File: src/rtl/uart_rx_cfg.sv
// Configurable UART receiver: DATA_W data bits, optional parity, 1/2 stop bits, valid/ready output.
// Define UART_RX_MAJORITY_EN for 3-sample majority voting at each bit centre.
module uart_rx_cfg #(
  parameter int FCLK      = 50_000_000,
  parameter int BAUD      = 115_200,
  parameter int DATA_W    = 8,
  parameter int PARITY    = 0,
  parameter int STOP_BITS = 1
) (
  input  logic              clk,
  input  logic              rst_n,
  input  logic              rx,
  output logic [DATA_W-1:0] rx_data,
  output logic              rx_valid,
  input  logic              rx_ready,
  output logic              rx_parity_err,
  output logic              rx_frame_err,
  output logic              rx_overrun,
  output logic              rx_idle
);

  localparam int BIT_CNT  = FCLK / BAUD;
  localparam int HALF_CNT = BIT_CNT / 2;
  localparam int CW       = $clog2(BIT_CNT);

  localparam logic [2:0] S_IDLE  = 3'd0;
  localparam logic [2:0] S_START = 3'd1;
  localparam logic [2:0] S_DATA  = 3'd2;
  localparam logic [2:0] S_PAR   = 3'd3;
  localparam logic [2:0] S_STOP  = 3'd4;
  localparam logic [2:0] S_BREAK = 3'd5;

  localparam logic [3:0] DATA_LAST = 4'(DATA_W - 1);
  localparam logic [3:0] STOP_LAST = 4'(STOP_BITS - 1);
  localparam logic       PAR_ODD   = (PARITY == 2);

  if (DATA_W < 5 || DATA_W > 9 || PARITY < 0 || PARITY > 2 ||
      STOP_BITS < 1 || STOP_BITS > 2 || BIT_CNT < 8) begin : g_cfg_err
    $error("uart_rx_cfg: illegal parameter combination");
  end

  logic              rx_meta, rx_s;
  logic [2:0]        state, state_nx;
  logic [CW-1:0]     cnt, ld_val;
  logic              ld;
  logic [3:0]        bcnt;
  logic [DATA_W-1:0] shreg;
  logic              perr, ferr_acc, ferr_now, done;
  logic              busy, sample, sample_en;

  always_ff @(posedge clk or negedge rst_n) begin
    if (!rst_n) begin
      rx_meta <= 1'b1;
      rx_s    <= 1'b1;
    end else begin
      rx_meta <= rx;
      rx_s    <= rx_meta;
    end
  end

  assign busy = (state == S_START) || (state == S_DATA) ||
                (state == S_PAR)   || (state == S_STOP);

`ifdef UART_RX_MAJORITY_EN
  // Vote over cnt==1, cnt==0 and the following cycle; the counter holds at 0
  // for that extra cycle, so reloads are one shorter to keep the bit period.
  localparam int RELOAD_ADJ = 2;
  logic s_d1, s_d2, tick_d;

  always_ff @(posedge clk or negedge rst_n) begin
    if (!rst_n) begin
      s_d1   <= 1'b1;
      s_d2   <= 1'b1;
      tick_d <= 1'b0;
    end else begin
      s_d1   <= rx_s;
      s_d2   <= s_d1;
      tick_d <= busy && (cnt == '0) && !tick_d;
    end
  end

  assign sample_en = tick_d;
  assign sample    = (rx_s & s_d1) | (rx_s & s_d2) | (s_d1 & s_d2);
`else
  localparam int RELOAD_ADJ = 1;

  assign sample_en = busy && (cnt == '0);
  assign sample    = rx_s;
`endif

  localparam logic [CW-1:0] HALF_LD = CW'(HALF_CNT - RELOAD_ADJ);
  localparam logic [CW-1:0] BIT_LD  = CW'(BIT_CNT - RELOAD_ADJ);

  always_comb begin
    state_nx = state;
    ld       = 1'b0;
    ld_val   = BIT_LD;
    done     = 1'b0;
    ferr_now = ferr_acc | ~sample;
    case (state)
      S_IDLE: begin
        if (!rx_s) begin
          ld       = 1'b1;
          ld_val   = HALF_LD;
          state_nx = S_START;
        end
      end
      S_START: begin
        if (sample_en) begin
          if (sample) begin
            state_nx = S_IDLE;
          end else begin
            ld       = 1'b1;
            state_nx = S_DATA;
          end
        end
      end
      S_DATA: begin
        if (sample_en) begin
          ld = 1'b1;
          if (bcnt == DATA_LAST) state_nx = (PARITY != 0) ? S_PAR : S_STOP;
        end
      end
      S_PAR: begin
        if (sample_en) begin
          ld       = 1'b1;
          state_nx = S_STOP;
        end
      end
      S_STOP: begin
        if (sample_en) begin
          if (bcnt == STOP_LAST) begin
            done     = 1'b1;
            state_nx = sample ? S_IDLE : S_BREAK;
          end else begin
            ld = 1'b1;
          end
        end
      end
      S_BREAK: begin
        if (rx_s) state_nx = S_IDLE;
      end
      default: state_nx = S_IDLE;
    endcase
  end

  always_ff @(posedge clk or negedge rst_n) begin
    if (!rst_n) begin
      state         <= S_IDLE;
      cnt           <= '0;
      bcnt          <= '0;
      shreg         <= '0;
      perr          <= 1'b0;
      ferr_acc      <= 1'b0;
      rx_data       <= '0;
      rx_valid      <= 1'b0;
      rx_parity_err <= 1'b0;
      rx_frame_err  <= 1'b0;
      rx_overrun    <= 1'b0;
    end else begin
      state <= state_nx;

      if (ld)              cnt <= ld_val;
      else if (cnt != '0)  cnt <= cnt - 1'b1;

      if (sample_en) begin
        case (state)
          S_START: begin
            bcnt     <= '0;
            perr     <= 1'b0;
            ferr_acc <= 1'b0;
          end
          S_DATA: begin
            shreg <= {sample, shreg[DATA_W-1:1]};
            bcnt  <= (bcnt == DATA_LAST) ? '0 : bcnt + 1'b1;
          end
          S_PAR:   perr <= (^shreg) ^ sample ^ PAR_ODD;
          S_STOP: begin
            ferr_acc <= ferr_now;
            bcnt     <= bcnt + 1'b1;
          end
          default: ;
        endcase
      end

      // A completed frame either replaces the held word or is dropped with an overrun pulse.
      rx_overrun <= 1'b0;
      if (rx_valid && rx_ready) rx_valid <= 1'b0;
      if (done) begin
        if (!rx_valid || rx_ready) begin
          rx_data       <= shreg;
          rx_parity_err <= perr;
          rx_frame_err  <= ferr_now;
          rx_valid      <= 1'b1;
        end else begin
          rx_overrun <= 1'b1;
        end
      end
    end
  end

  assign rx_idle = (state == S_IDLE);

endmodule
File: config.mk
export PLATFORM = sky130hd
export DESIGN_NAME = uart_rx_cfg
export DESIGN_NICKNAME = d
export VERILOG_FILES = /design/src/rtl/uart_rx_cfg.sv
export SDC_FILE = /design/constraint.sdc
export NUM_CORES = 1
export LEC_CHECK = 0
export CAP_MARGIN = 10
export CORE_MARGIN = 3
export CORE_UTILIZATION = 60
export CTS_BUF_LIST = sky130_fd_sc_hd__clkbuf_4
export CTS_CLUSTER_DIAMETER = 80
export DETAILED_ROUTE_END_ITERATION = 10
export PLACE_DENSITY = 0.83
export SYNTH_ARGS = -nofsm -noshare
export SYNTH_HDL_FRONTEND = slang
export SYNTH_SLANG_ARGS = --single-unit
File: constraint.sdc
create_clock -name clk -period 4.8 [get_ports clk]
set_input_delay 1.2 -clock clk [delete_from_list [all_inputs] [get_ports clk]]
set_output_delay 1.2 -clock clk [all_outputs]
set_load 0.02 [all_outputs]
After elaboration in Yosys (flattened, before gate mapping)
Index checks and enable logic that the tools add are counted.
Widths: inputs -> output; s select.

word-level totals
  register bits after elaboration = 40
  bits of input ports = 4
  output and inout port bits = 13

cells by class
  add/subtract/negate cells = 2
  eq/ne operators = 14
  mux-type cells = 33
  bitwise operators = 3
  reduce and logical (&&, ||, !) cells = 23

operator list
  cell                 number
  $mux 9               4
  $mux 3               9
  $pmux 3 s6           1
  $mux 1               13
  $ne 2x2->1 const B   6
  $pmux 4 s3           1
  $reduce_and 2->1     5
  $logic_not 9->1      1
  $reduce_bool 9->1    1
  $sub 9x1->9 const B  1
  $reduce_and 8->1     1
  $reduce_xor 8->1     1
  $eq 3x2->1 const B   2
  $eq 3x3->1 const B   2
  $reduce_bool 2->1    3
  $add 4x1->4 const B  1
  $eq 4x3->1 const B   1
  $logic_not 4->1      1
  $logic_or 1x1->1     4
  $mux 4               1
  $ne 2x1->1 const B   2
  $pmux 1 s2           2
  $pmux 1 s4           1
  $eq 3x1->1 const B   1
  other kinds (9)      10

Depth between registers and ports, before layout
  depth in word-level cells = 8
  gate-level depth with buffers = 7

Worst setup path after synthesis
Ideal clock, no wire load.

  kind = reg-to-output
  start = reg state[1]
  end = out rx_idle
  data arrival time = 1118 ps
  data required time = 3600 ps
  slack = 2482 ps
  cell stages (with the launch flop) = 4
  path buffers = 1
  cells stage by stage = dfrtp_1 -> clkbuf_1 -> or2_1 -> nor2_1

on the way
  word-level cells in the longest chain between the ends = 1

RTL lines
  element                 RTL line  text
  start, declared         43        logic [2:0] state, state_nx;
  start signal, assigned  161       state <= state_nx;
  $logic_not 3->1         202       assign rx_idle = (state == S_IDLE);
  end, declared           19        output logic rx_idle

No other way between the ends.

Worst setup path after layout
  start = reg state[0]
  end = out rx_idle

Same word-level chain as after synthesis.

==> impl_metrics.toml <==
[layout]
regArea_mm2 = 0.001003
postLayoutCellArea_mm2 = 0.002340
multiInputGateArea_mm2 = 0.001020
final_nets = 208
fillers = 225
syn2layout_area_growth_pct = 11.78
drive_above_1_share_pct = 12.44
antennaDiodeCount = 0

[synthesis]
yosysTopAreaCell = "dfrtp_1"
syn_inst = 185
ys_seq_elements = 40
synth_edf_count = 0
synth_nets = 193
synth_flop_cell = "dfrtp_1"
synth_top_cells_by_count = "dfrtp_1, o21ai_1, mux2_1, nand2_1, mux2_4"
syn_area_mm2 = 0.002093
synth_most_common_cell = "dfrtp_1"
postSynthAreaPerCell_um2 = 11.31
yosysUniqueCellTypes = 49
async_flop_share_pct = 100.0
yosysSeqAreaShare_pct = 47.94
yosysWarningCount = 0
netlist.area_leader.share_pct = 45.43
synth.area.top_cells = "dfrtp_1, mux2_4, mux2_1, o21ai_1, dfstp_2"

[die]
fp.dieH_um = 65.07
initial_core_util_pct = 65.87
io_pins = 17
core_area_mm2 = 0.003178
rows = 20
die_area_mm2 = 0.004233
die_w_um = 65.07

[detailed_routing]
met1Wirelength_mm = 1.877
vias = 1504
first_pass_iters = 4
drt_iter0_drc = 84
routedWlPerCell_um = 17.67
wl_mm = 4.330
wl_met2_mm = 2.224
top_layer = "met4"
dr_wl_met3_um = 195
drtAntennaViolNets = 0
drc_errors = 0
vias_per_cell = 6.139

[global_route]
grt_pass1_vias = 1573
grt_usage_pct = 23.86
grt_start_max_net_pins = 41
grt_first_pass_wirelength_mm = 7.610
antenna_found_initial = 0
grt-ovfl-total = 0

[worst_setup_path]
critPathKind = "flop to primary output"
path_max_fanout = 15
required_ns = 3.60
cp-start-kind = "flop"
crit_arrival_ns = 2.01
end_kind = "primary output"

[placement]
hpwlAfterDp_mm = 3.038
place_area_mm2 = 0.002260
gp_congestion = 0.8182
portBuffers = 16

[timing]
fin_crit_ns = 3.205
max_slew_margin_pct = 42.49
hold_slack_ns = 0.3663
finalHoldViolations = 0
setup_tns_ns = 0
worst_pin_slew_ns = 0.8590
slew_viol_final = 0
min_period_over_period_pct = 66.77
setup_violations = 0
max_freq_mhz = 312.0
skew_ns = 0.009647
rsz0062_at_grt = "no"

[clock_tree]
post_cts_buffers = 0
cts-root-buf = "clkbuf_4"
cts_resized = 0
htree_levels = 2
hold_buffers = 0
clock-sinks = 40
cts_tree = "built"
clockBufferDepth = 2
cts_inserted_buffers = 5
path_clk_slew_ns = 0.11
clock_latency_ns = 0.35

[min_path]
hold_path_class = "flop to flop"

[power_and_ir_drop]
ir_drop_v = 0.0002201
finalPower_uw = 572.1
powerDensity_mw_per_mm2 = 244.5
leakage_uw = 0.001079

[status]
status = "complete, no violations"

[flow_run]
cap_violations = 0
-- placed cells by master, fill, tap and decap left out, types with 4 or more instances in the layout --
| cell | instances |
|---|---|
| a21oi_1 | 7 |
| clkbuf_4 | 6 |
| clkdlybuf4s50_1 | 15 |
| dfrtp_1 | 38 |
| ha_1 | 4 |
| inv_1 | 5 |
| mux2_1 | 10 |
| mux2_4 | 8 |
| mux2i_1 | 4 |
| nand2_1 | 10 |
| nand2b_1 | 4 |
| nand3_1 | 7 |
| nor2_1 | 7 |
| nor3_1 | 5 |
| o21ai_0 | 6 |
| o21ai_1 | 11 |
| xnor2_1 | 6 |
| xor2_1 | 4 |
-- power by group --
part           total (µW)  internal (µW)  switching [µW]
Clock                 222            115             107
Combinational        10.3           2.85            7.43
Sequential            340            338            1.63
-- metal layers --
layer	global-route usage [%]	up-vias
li1	-	689
met1	30.08	768
met2	41.00	43
met3	6.759	4
met4	4.922	0
met5	0	-
-- final cells by class --
type                            count  area share [%]
Multi-Input combinational cell    131           43.58
Sequential cell                    40           42.89
Timing Repair Buffer               17           6.952
Tap cell                           44           2.353
Clock buffer                        6           1.925
Clock inverter                      2           1.497
Inverter                            5          0.8021
-- cells by family (layout without fill, tap and decap cells) --
family	after synthesis	count (layout)	synth area share [%]
xor+xnor	11	11	5.260
fa+ha+maj	4	4	2.391
buf+inv	14	30	3.347
mux	22	22	13.03
flops	40	40	47.94
simple gates	56	56	16.50
compound gates	38	38	11.54
-- critical path, stage by stage, from the launching register on --
cell and delay [ns]:
dfrtp_1 0.57, or2_1 0.36, nor2_1 0.11, clkdlybuf4s50_1 0.62
-- state kept, by name (all words and copies together), names as in the netlist --
signal,cells
ferr_acc,1
rx_parity_err,1
rx_data,8
perr,1
rx_frame_err,1
rx_valid,1
shreg,8
bcnt,4
state,3
cnt,9
rx_overrun,1
rx_s,1
rx_meta,1
-- stage by stage --
step | utilization, % | worst slack [ns] | cells
final | 73.62 | 1.595 | 245
after global routing | 73.62 | 1.484 | 245
after CTS | 73.62 | 1.595 | 245
after detailed placement | 71.10 | 2.011 | 237
after global placement | 71.10 | 2.059 | 237
after floorplan | - | 2.482 | 185
-- path summary, 6_finish.rpt --
kind / startpoint / endpoint / slack, ns / cells past startpoint
max in group asynchronous: rst_n / bcnt[2] / 3.31 / 1
setup / recovery: state[0] / rx_idle / 1.59 / 3
hold reg to reg: rx_meta / rx_s / 0.37 / 0
setup reg to reg: cnt[0] / rx_data[5] / 2.22 / 7
hold / removal: rx_meta / rx_s / 0.37 / 0
min in group asynchronous: rst_n / rx_data[3] / 0.95 / 1
Power figures use the tool's default switching activity.
